`config.mk`:
```
export PLATFORM = sky130hd
export DESIGN_NAME = gpio_led_sequencer
export DESIGN_NICKNAME = d
export VERILOG_FILES = /design/src/rtl/gpio_led_sequencer.sv
export SDC_FILE = /design/constraint.sdc
export NUM_CORES = 1
export LEC_CHECK = 0
export ABC_CLOCK_PERIOD_IN_PS = 3900
export BUFFER_PORTS_ARGS = -buffer_cell sky130_fd_sc_hd__buf_2
export CAP_MARGIN = 20
export CORE_ASPECT_RATIO = 1.75
export CORE_MARGIN = 2
export CORE_UTILIZATION = 55
export CTS_CLUSTER_SIZE = 30
export DETAILED_ROUTE_END_ITERATION = 10
export PLACE_DENSITY = 0.73
export SKIP_CTS_REPAIR_TIMING = 1
export SLEW_MARGIN = 20
export SYNTH_ARGS = -nofsm -noshare
export SYNTH_HDL_FRONTEND = slang
export SYNTH_SLANG_ARGS = --single-unit
```
`constraint.sdc`:
```
create_clock -name clk -period 3.9 [get_ports clk]
set_clock_uncertainty 0.1 [all_clocks]
set_input_delay 1.17 -clock clk [delete_from_list [all_inputs] [get_ports clk]]
set_output_delay 1.17 -clock clk [all_outputs]
set_load 0.02 [all_outputs]
```
`src/rtl/gpio_led_sequencer.sv`:
```
// gpio_led_sequencer
//   LED pattern engine for the board GPIO LED bank. A prescaler divides clk
//   down to a step rate. Each step advances a position counter whose meaning
//   depends on the registered mode. GPIO_LED is decoded combinationally from
//   (mode_q, pos), so it changes on the same edge that raises step.
//
// Ports
//   clk       system clock, rising edge
//   reset     asynchronous, active-low
//   enable    1 = run, 0 = pause (all state held, no pulses)
//   mode      0 rotate-left, 1 rotate-right, 2 bounce, 3 bar-fill
//   GPIO_LED  LED drive, bit 0 = LED 0, active-high
//   step      one-cycle pulse aligned with each new pattern value
//   wrap      one-cycle pulse with step when the new position is 0
module gpio_led_sequencer #(
  parameter int LED_W    = 8,
  parameter int TICK_DIV = 25000000
) (
  input  logic             clk,
  input  logic             reset,
  input  logic             enable,
  input  logic [1:0]       mode,
  output logic [LED_W-1:0] GPIO_LED,
  output logic             step,
  output logic             wrap
);

  localparam int CW = (TICK_DIV > 1) ? $clog2(TICK_DIV) : 1;
  localparam int PW = $clog2(LED_W + 1);

  localparam logic [CW-1:0] CNT_MAX  = CW'(TICK_DIV - 1);
  localparam logic [PW-1:0] POS_TOP  = PW'(LED_W - 1);
  localparam logic [PW-1:0] POS_FULL = PW'(LED_W);

  localparam logic [1:0] M_ROTL = 2'd0;
  localparam logic [1:0] M_ROTR = 2'd1;
  localparam logic [1:0] M_BNC  = 2'd2;
  localparam logic [1:0] M_FILL = 2'd3;

  logic [CW-1:0] cnt;
  logic [PW-1:0] pos, pos_nxt;
  logic          dir_dn, dir_nxt;
  logic [1:0]    mode_q;
  logic          tick;

  assign tick = enable && (cnt == CNT_MAX);

  // Next position / direction for a step in the current mode.
  always_comb begin
    pos_nxt = pos;
    dir_nxt = dir_dn;
    case (mode_q)
      M_BNC: begin
        if (!dir_dn) begin
          pos_nxt = pos + 1'b1;
          if (pos_nxt == POS_TOP) dir_nxt = 1'b1;
        end else begin
          pos_nxt = pos - 1'b1;
          if (pos_nxt == '0) dir_nxt = 1'b0;
        end
      end
      // Bar-fill has LED_W+1 states: empty through full.
      M_FILL:  pos_nxt = (pos == POS_FULL) ? '0 : pos + 1'b1;
      default: pos_nxt = (pos == POS_TOP)  ? '0 : pos + 1'b1;
    endcase
  end

  always_ff @(posedge clk or negedge reset) begin
    if (!reset) begin
      cnt    <= '0;
      pos    <= '0;
      dir_dn <= 1'b0;
      mode_q <= M_ROTL;
      step   <= 1'b0;
      wrap   <= 1'b0;
    end else if (mode != mode_q) begin
      // A mode change restarts the pattern and the prescale period; it
      // wins over a coincident tick and is taken even while paused.
      mode_q <= mode;
      cnt    <= '0;
      pos    <= '0;
      dir_dn <= 1'b0;
      step   <= 1'b0;
      wrap   <= 1'b0;
    end else if (tick) begin
      cnt    <= '0;
      pos    <= pos_nxt;
      dir_dn <= dir_nxt;
      step   <= 1'b1;
      wrap   <= (pos_nxt == '0);
    end else begin
      if (enable) cnt <= cnt + 1'b1;
      step <= 1'b0;
      wrap <= 1'b0;
    end
  end

  // Per-LED decode of the current position.
  for (genvar i = 0; i < LED_W; i++) begin : g_led
    localparam logic [PW-1:0] IDX = PW'(i);
    localparam logic [PW-1:0] REV = PW'(LED_W - 1 - i);
    assign GPIO_LED[i] = (mode_q == M_ROTR) ? (pos == REV) :
                         (mode_q == M_FILL) ? (IDX < pos)  :
                                              (pos == IDX);
  end

endmodule

```
==> impl_metrics.toml, run 1 <==
[timing]
relSlewSlack = 0.441
worstMarginPinSlew_ns = 0.834
worst_slack_ns = 0.470
period_needed_ns = 3.43
final_hold_viol_count = 0
fmax_mhz = 292
setup_viol = 0
slew_viol_final = 0
setup_tns_ns = 0
finalCritPeriodShare = 0.880
rsz0062_at_grt = "no"

[placed_design]
hpwl_um = 4000
dp_slack_ns = 0.829
port_buffers = 14
gp_congestion = 0.929

[floorplan]
die_w_um = 53.5
rows = 31
die_area_mm2 = 0.00485
core_mm2 = 0.00411
start_util = 0.573
io-pin-count = 15
die_h_um = 90.6

[pwr]
p_seq_frac = 0.526
clockPowerShare = 0.395
power.share.combinational = 0.080
p_sw_frac = 0.250
switching_power_uw = 170
power-per-cell-area_mw_per_mm2 = 273
p_int_uw = 511
p_leak_uw = 0.000999
ir_worst_vdd_uv = 276

[cts]
tritoncts = "built"
clk_pin_slew_ns = 0.07
clock_latency_ns = 0.30
htree_levels = 2
cts_made_buffers = 5
cts-root-buf = "clkbuf_8"
cts_sinks = 34
cts_buffer_depth = 2

[global_route]
first_global_vias = 2008
grtUsageTotal = 0.256
grt_pass1_wl_um = 9230
grt_max_degree = 35
grt_remaining_overflow = 0
antenna_found_initial = 0

[yosys]
synth_edf_count = 0
synth_fp_nets = 286
synth.area.top_cells = "dfrtp_1, xor2_1, nor2_1, nand2_1, a21oi_1"
synth_area_leader_cell = "dfrtp_1"
syn_area_per_cell_um2 = 8.57
async_reset_ff_frac = 1.00
synth_ff_type = "dfrtp_1"
seq_area_frac_synth = 0.361
synth_cells = 275
synth_top_area_frac = 0.361
ys_types = 53
syn-cell-area_mm2 = 0.00236
synth_seq_cells = 34
yosys_warnings = 0

[setup_path]
cp_max_fo = 11
cp.arrival_ns = 2.16
end_kind = "primary output"
critPathKind = "reg -> out"
required_ns = 2.63
start_kind = "flop"

[finish]
antenna_cells = 0
final_cell_mix = "nor2_1, dfrtp_1, nand2_1, xor2_1, a21oi_1"
areaGrowthSynthToFinish_pct = 5.73
final_common_cell = "nor2_1"
drive_gt1_frac = 0.121
num-nets-final = 290

[detailed_routing]
vias = 2115
drt_iter0_markers = 93
drt_wl_total_um = 5520
wl_per_cell_um = 16.8
vias_per_cell = 6.43
ant_nets = 0
dr.pass1.iters = 5
drcViolationCount = 0

[job]
maxCapViolCount = 0

[run_status]
status = "completed"

[hold_path]
hp-class = "reg -> reg"
sequential cells by signal, indices dropped and copies added, names as in the netlist:
signal,count
dir_dn,1
mode_q,2
cnt,25
pos,4
wrap,1
step,1
worst max-delay path: stages (launching register included):
cell,delay (ns)
dfrtp_1,0.51
inv_1,0.19
ha_1,0.38
nor2b_1,0.28
o21ai_0,0.11
a31oi_1,0.20
buf_2,0.18
path summary, 6_finish.rpt:
kind                         start           to  slack (ns)  cells past startpoint
max                         pos[0]  GPIO_LED[3]        0.47                      6
min                        cnt[20]      cnt[20]        0.45                      2
max reg2reg                 pos[2]         wrap        1.58                      5
min reg2reg                cnt[20]      cnt[20]        0.45                      2
max in group asynchronous    reset      cnt[20]        2.39                      1
min in group asynchronous    reset      cnt[24]        0.83                      1
metal layers:
metal / vias to the layer above / track usage / wire (um) / share of wire
li1: 1007 / - / - / -
met4: 0 / 0.169 / 267 / 0.048
met2: 65 / 0.444 / 2960 / 0.53
met3: 25 / 0.0331 / 205 / 0.037
met5: - / 0 / 0 / 0
met1: 1018 / 0.271 / 2090 / 0.38
Yosys cell counts, types with 2 or more instances:
master	instances
nand4_1	8
buf_6	2
nand2b_1	4
nor2_1	35
o2111ai_1	3
xnor2_1	7
o21ai_0	9
clkbuf_1	10
a31oi_1	6
buf_1	2
a32oi_1	2
and3_1	2
nand2_1	22
dfrtp_1	34
a21oi_1	16
inv_1	5
nor4_1	6
a22o_1	2
nand3_1	14
buf_2	4
o2bb2ai_1	2
and2_1	3
nor3_1	8
o22ai_1	4
and4_1	2
o211ai_1	4
nor3_2	2
ha_1	6
xor2_1	17
nor2b_1	6
or3_1	6
power groups by stage:
| stage | Clock (uW) | Combinational [uW] | Sequential, uW |
|---|---|---|---|
| 2_1_floorplan | 0 | 40.4 | 363 |
| 3_3_place_gp | 0 | 54.1 | 364 |
| 3_5_place_dp | 0 | 55.1 | 364 |
| 4_1_cts | 275 | 55.3 | 358 |
| 5_1_grt | 287 | 60.5 | 358 |
| 6_report | 269 | 54.2 | 358 |
final cells by class:
cell class	count	area, um2
multi-input cells	217	1390
clock buffers	7	86.3
well taps	49	61.3
fillers	399	1620
repair buffers	16	85.1
clock inverters	1	5.00
inverters	5	18.8
flip-flops and latches	34	851
cells by family (layout without fill, tap and decap cells):
| group | count (synthesis) | in the layout | share of synthesized area |
|---|---|---|---|
| adders and majority gates | 6 | 6 | 0.0318 |
| AOI/OAI and AO/OA | 55 | 55 | 0.152 |
| buffers and inverters | 24 | 29 | 0.0515 |
| DFF | 34 | 34 | 0.361 |
| xor gates and xnor gates | 24 | 24 | 0.0892 |
| and+or+nand+nor | 130 | 130 | 0.305 |
| muxes | 2 | 2 | 0.00902 |
metrics by stage:
step / instance area (um2) / total power [uW] / utilization / hold slack [ns] / std cells
finish: 2490 / 681 / 0.606 / 0.454 / 329
global route: 2490 / 706 / 0.606 / 0.480 / 329
CTS: 2490 / 688 / 0.606 / 0.463 / 329
detailed placement: 2400 / 420 / 0.584 / 0.446 / 321
global placement: 2400 / 419 / 0.584 / 0.440 / 321
floorplan: 2360 / 403 / - / 0.410 / 275
Power figures use the tool's default switching activity.
==> run 2: changes to the inputs <==
- RECOVER_POWER: default -> 50
==> run 2 against run 1 <==
  * The flow now finishes with violations (max-capacitance violations, max-slew violations)
  * Register-to-register slack hardly changed
  * Via count decreased by 1.3%
  * Global-route usage unchanged
  * Final cell count is the same
  * Die area is the same
  * Non-clock buffer count unchanged
  * Sequential power about the same
  * Hold slack barely moved
  * Largest power group unchanged
==> impl_metrics.toml, run 2 (synthesis results as in run 1) <==
[finish]
top_regs = "cnt (25), pos (4), mode_q (2)"
antenna_cells = 0
drive_gt1_frac = 0.100
final_cell_mix = "nor2_1, dfrtp_1, nand2_1, xor2_1, a21oi_1"
final_common_cell = "nor2_1"
largest-register = "cnt"
areaGrowthSynthToFinish_pct = 5.41
num-nets-final = 290
largest_reg_flops = 25
fin_cells = 329
fin_area_mm2 = 0.00248
n_fill_cell = 403
utilization = 0.604

[setup_path]
cp.arrival_ns = 2.17
start_kind = "flop"
r2r_setup_slack_ns = 1.57
critPathKind = "reg -> out"
cp_max_fo = 11
end_kind = "primary output"
required_ns = 2.63

[timing]
relSlewSlack = -0.181
period_needed_ns = 3.44
slew_viol_final = 35
finalCritPeriodShare = 0.881
setup_viol = 0
final_hold_viol_count = 0
fmax_mhz = 291
hold_slack_ns = 0.454
setup_tns_ns = 0
rsz0062_at_grt = "no"
worstMarginPinSlew_ns = 1.77

[cts]
cts_sinks = 34
tritoncts = "built"
htree_levels = 2
clk_pin_slew_ns = 0.07
cts_made_buffers = 5
cts-root-buf = "clkbuf_8"
clock_latency_ns = 0.30
cts_buffer_depth = 2

[global_route]
grt_max_degree = 35
grtUsageTotal = 0.256
grt_remaining_overflow = 0
grt_pass1_wl_um = 9230
first_global_vias = 2008
antenna_found_initial = 0

[detailed_routing]
wl_per_cell_um = 16.8
ant_nets = 0
vias_per_cell = 6.34
drt_wl_total_um = 5520
drcViolationCount = 0
dr.pass1.iters = 4
drt_iter0_markers = 89
vias = 2087

[floorplan]
die_w_um = 53.5
rows = 31
io-pin-count = 15
core_mm2 = 0.00411
start_util = 0.573
die_area_mm2 = 0.00485
die_h_um = 90.6

[run_status]
violations = "max-capacitance violations, max-slew violations"
status = "complete, but fails checks"

[job]
maxCapViolCount = 1

[placed_design]
postPlaceCellArea_mm2 = 0.00240
gp_congestion = 0.929
post-place-cells = 321
hpwl_um = 4000
port_buffers = 14

[pwr]
power-per-cell-area_mw_per_mm2 = 274
ir_worst_vdd_uv = 276
p_leak_uw = 0.000979

[hold_path]
hp-class = "reg -> reg"
-- run 2: final cells by class --
class	count	area, um2	area share
clock buffer	7	86.3	0.0347
sequential	34	851	0.342
timing repair buffer	16	77.6	0.0312
multi-input combinational	217	1390	0.557
inverter	5	18.8	0.00755
tap	49	61.3	0.0247
clock inverter	1	5.00	0.00201
-- run 2: final timing paths --
check,from,endpoint,depth (start not counted)
max in group asynchronous,reset,cnt[20],1
worst min-delay path,cnt[20],cnt[20],2
worst max-delay path,pos[0],GPIO_LED[3],6
worst min register to register,cnt[20],cnt[20],2
min in group asynchronous,reset,cnt[12],1
worst max register to register,pos[2],wrap,5
-- run 2: per-stage QoR --
step | power, uW | setup slack, ns
finish | 681 | 0.463
global route | 705 | 0.374
CTS | 688 | 0.496
detailed placement | 420 | 0.829
global placement | 419 | 0.845
floorplan | 403 | 0.864
-- run 2: where the power goes --
group / internal (uW) / leakage [uW] / total (uW) / switching, uW
registers: 355 / 0.000470 / 358 / 3.28
clock network: 142 / 0.0000482 / 270 / 127
logic: 13.4 / 0.000460 / 53.7 / 40.3
-- run 2: worst max-delay path, stage by stage (launching register included) --
cell and delay [ns]:
dfrtp_1 0.51, inv_1 0.19, ha_1 0.38, nor2b_1 0.28
o21ai_0 0.11, a31oi_1 0.20, buf_2 0.18
-- run 2: routing by layer --
metal | wire [um] | vias to the layer above | track usage | part of all wire
met3 | 190 | 14 | 0.0331 | 0.034
met1 | 2100 | 1010 | 0.271 | 0.38
met4 | 210 | 0 | 0.169 | 0.038
met5 | 0 | - | 0 | 0
met2 | 3020 | 61 | 0.444 | 0.55
li1 | - | 1002 | - | -
==> run 3: changes to the inputs <==
--- a/config.mk
+++ b/config.mk
@@ -11,8 +11,8 @@
 export CORE_ASPECT_RATIO = 1.75
 export CORE_MARGIN = 2
-export CORE_UTILIZATION = 55
+export CORE_UTILIZATION = 50
 export CTS_CLUSTER_SIZE = 30
 export DETAILED_ROUTE_END_ITERATION = 10
-export PLACE_DENSITY = 0.73
+export PLACE_DENSITY = 0.68
 export RECOVER_POWER = 50
 export SKIP_CTS_REPAIR_TIMING = 1
==> constraint.sdc (replaced) <==
create_clock -name clk -period 3.9 [get_ports clk]
set_clock_uncertainty 0.1 [all_clocks]
set_input_delay 0.39 -clock clk [delete_from_list [all_inputs] [get_ports clk]]
set_output_delay 0.39 -clock clk [all_outputs]
set_load 0.02 [all_outputs]
==> run 3 against run 2 <==
  * Critical path type unchanged
  * Combinational power is 8.4% lower
  * Cell area decreased by 0.96%
  * Fmax is 28% higher
  * Clock-buffer cell count did not move
  * Largest cell class unchanged
  * The run still ends with max-capacitance violations, max-slew violations left
==> impl_metrics.toml, run 3 (synthesis results as in run 1) <==
[run_status]
status = "complete, but fails checks"
violations = "max-capacitance violations, max-slew violations"

[pwr]
p_sw_frac = 0.244
total_power_uw = 647
power.share.combinational = 0.076
p_int_uw = 489
power-per-cell-area_mw_per_mm2 = 263
p_leak_uw = 0.000965
p_seq_frac = 0.558
switching_power_uw = 157
clockPowerShare = 0.366
ir_worst_vdd_uv = 304

[placed_design]
port_buffers = 14
gp_congestion = 0.900
hpwl_um = 3990

[cts]
cts_sinks = 34
cts_buffer_depth = 2
clk_pin_slew_ns = 0.06
cts-root-buf = "clkbuf_8"
htree_levels = 2
tritoncts = "built"
clock_latency_ns = 0.28
cts_made_buffers = 5

[finish]
areaGrowthSynthToFinish_pct = 4.41
final_common_cell = "nor2_1"
multi_input_area_mm2 = 0.00139
largest_reg_flops = 25
final_cell_mix = "nor2_1, dfrtp_1, nand2_1, xor2_1, a21oi_1"
num-nets-final = 288
drive_gt1_frac = 0.0939
largest-register = "cnt"
n_fill_cell = 452
top_regs = "cnt (25), pos (4), mode_q (2)"
regArea_um2 = 851
antenna_cells = 0

[detailed_routing]
drcViolationCount = 0
dr.pass1.iters = 4
ant_nets = 0
met2_length_um = 2910
dr_wl_met3_um = 162
dr.max_layer_used = "met4"
wl_per_cell_um = 16.4
drt_iter0_markers = 116
wl_met1_um = 2010
drt_wl_total_um = 5400
vias_per_cell = 6.16
vias = 2027

[global_route]
first_global_vias = 1926
grtUsageTotal = 0.222
antenna_found_initial = 0
grt_max_degree = 35
grt_pass1_wl_um = 9200
grt_remaining_overflow = 0

[timing]
setup_viol = 0
fmax_mhz = 372
setup_tns_ns = 0
worstMarginPinSlew_ns = 1.77
relSlewSlack = -0.183
slew_viol_final = 35
rsz0062_at_grt = "no"
period_needed_ns = 2.69
finalCritPeriodShare = 0.690
final_hold_viol_count = 0

[floorplan]
die_w_um = 55.9
core_mm2 = 0.00462
io-pin-count = 15
start_util = 0.510
die_h_um = 94.8
rows = 33
die_area_mm2 = 0.00530

[setup_path]
cp_max_fo = 11
slowest_delay_ns = 0.53
start_kind = "flop"
critPathKind = "reg -> out"
path_cells = "inv_1 > ha_1 > nor2b_1 > a221oi_1 > a21oi_1 > buf_2"
required_ns = 3.41
end_kind = "primary output"
critPathSlowestCell = "dfrtp_1"
cp.arrival_ns = 2.20

[hold_path]
hp-class = "in -> reg"

[job]
maxCapViolCount = 1
==> run 3: changes by cell type in the layout (fill, tap and decap cells not counted) <==
cell      previous run  this run
buf_4                2         0
clkbuf_8             6         5
buf_2                8        10
clkbuf_1             7         6
clkinv_2             1         0
==> run 3: per-layer routing <==
metal / global-route usage / up-vias
li1: - / 996
met1: 0.241 / 948
met2: 0.400 / 59
met3: 0.0260 / 24
met4: 0.153 / 0
met5: 0 / -
==> run 3: power by group through the flow <==
stage               clock network, uW  registers (uW)  logic [uW]
finish                            237             361        49.2
global route                      258             361        55.3
CTS                               245             360        50.5
detailed placement                  0             367        50.6
global placement                    0             367        50.0
floorplan                           0             363        40.4
==> run 3: layout make-up <==
| class | count | share of cell area |
|---|---|---|
| multi-input cells | 217 | 0.563 |
| flip-flops and latches | 34 | 0.346 |
| clock buffers | 7 | 0.0310 |
| repair buffers | 14 | 0.0264 |
| well taps | 52 | 0.0264 |
| inverters | 5 | 0.00763 |
==> run 3: path summary, 6_finish.rpt <==
| path | startpoint | endpoint | slack, ns | depth (start not counted) |
|---|---|---|---|---|
| hold / removal | mode[1] | mode_q[1] | 0.13 | 1 |
| hold reg to reg | cnt[1] | cnt[1] | 0.44 | 2 |
| min in group asynchronous | reset | cnt[21] | 0.48 | 1 |
| setup reg to reg | mode_q[0] | cnt[18] | 1.45 | 5 |
| setup / recovery | pos[0] | GPIO_LED[7] | 1.21 | 6 |
| max in group asynchronous | reset | cnt[7] | 2.19 | 1 |
==> run 3: per-stage QoR <==
stage / setup slack, ns / util / hold slack (ns) / cells / cell area [um2]
2_1_floorplan: 1.64 / - / -0.00559 / 275 / 2360
3_3_place_gp: 1.51 / 0.517 / 0.397 / 322 / 2390
3_5_place_dp: 1.45 / 0.517 / 0.403 / 322 / 2390
4_1_cts: 1.27 / 0.533 / 0.101 / 329 / 2470
5_1_grt: 1.15 / 0.532 / 0.127 / 329 / 2460
6_report: 1.21 / 0.532 / 0.134 / 329 / 2460
==> run 3: worst max-delay path, delay by kind of cell, from the launching register on <==
family,cells,cell delay [ns]
AO/OA/AOI/OAI,2,0.47
AND/OR/NAND/NOR,1,0.21
adder cells (fa/ha/maj),1,0.35
flip-flops,1,0.53
buffers and inverters,2,0.36
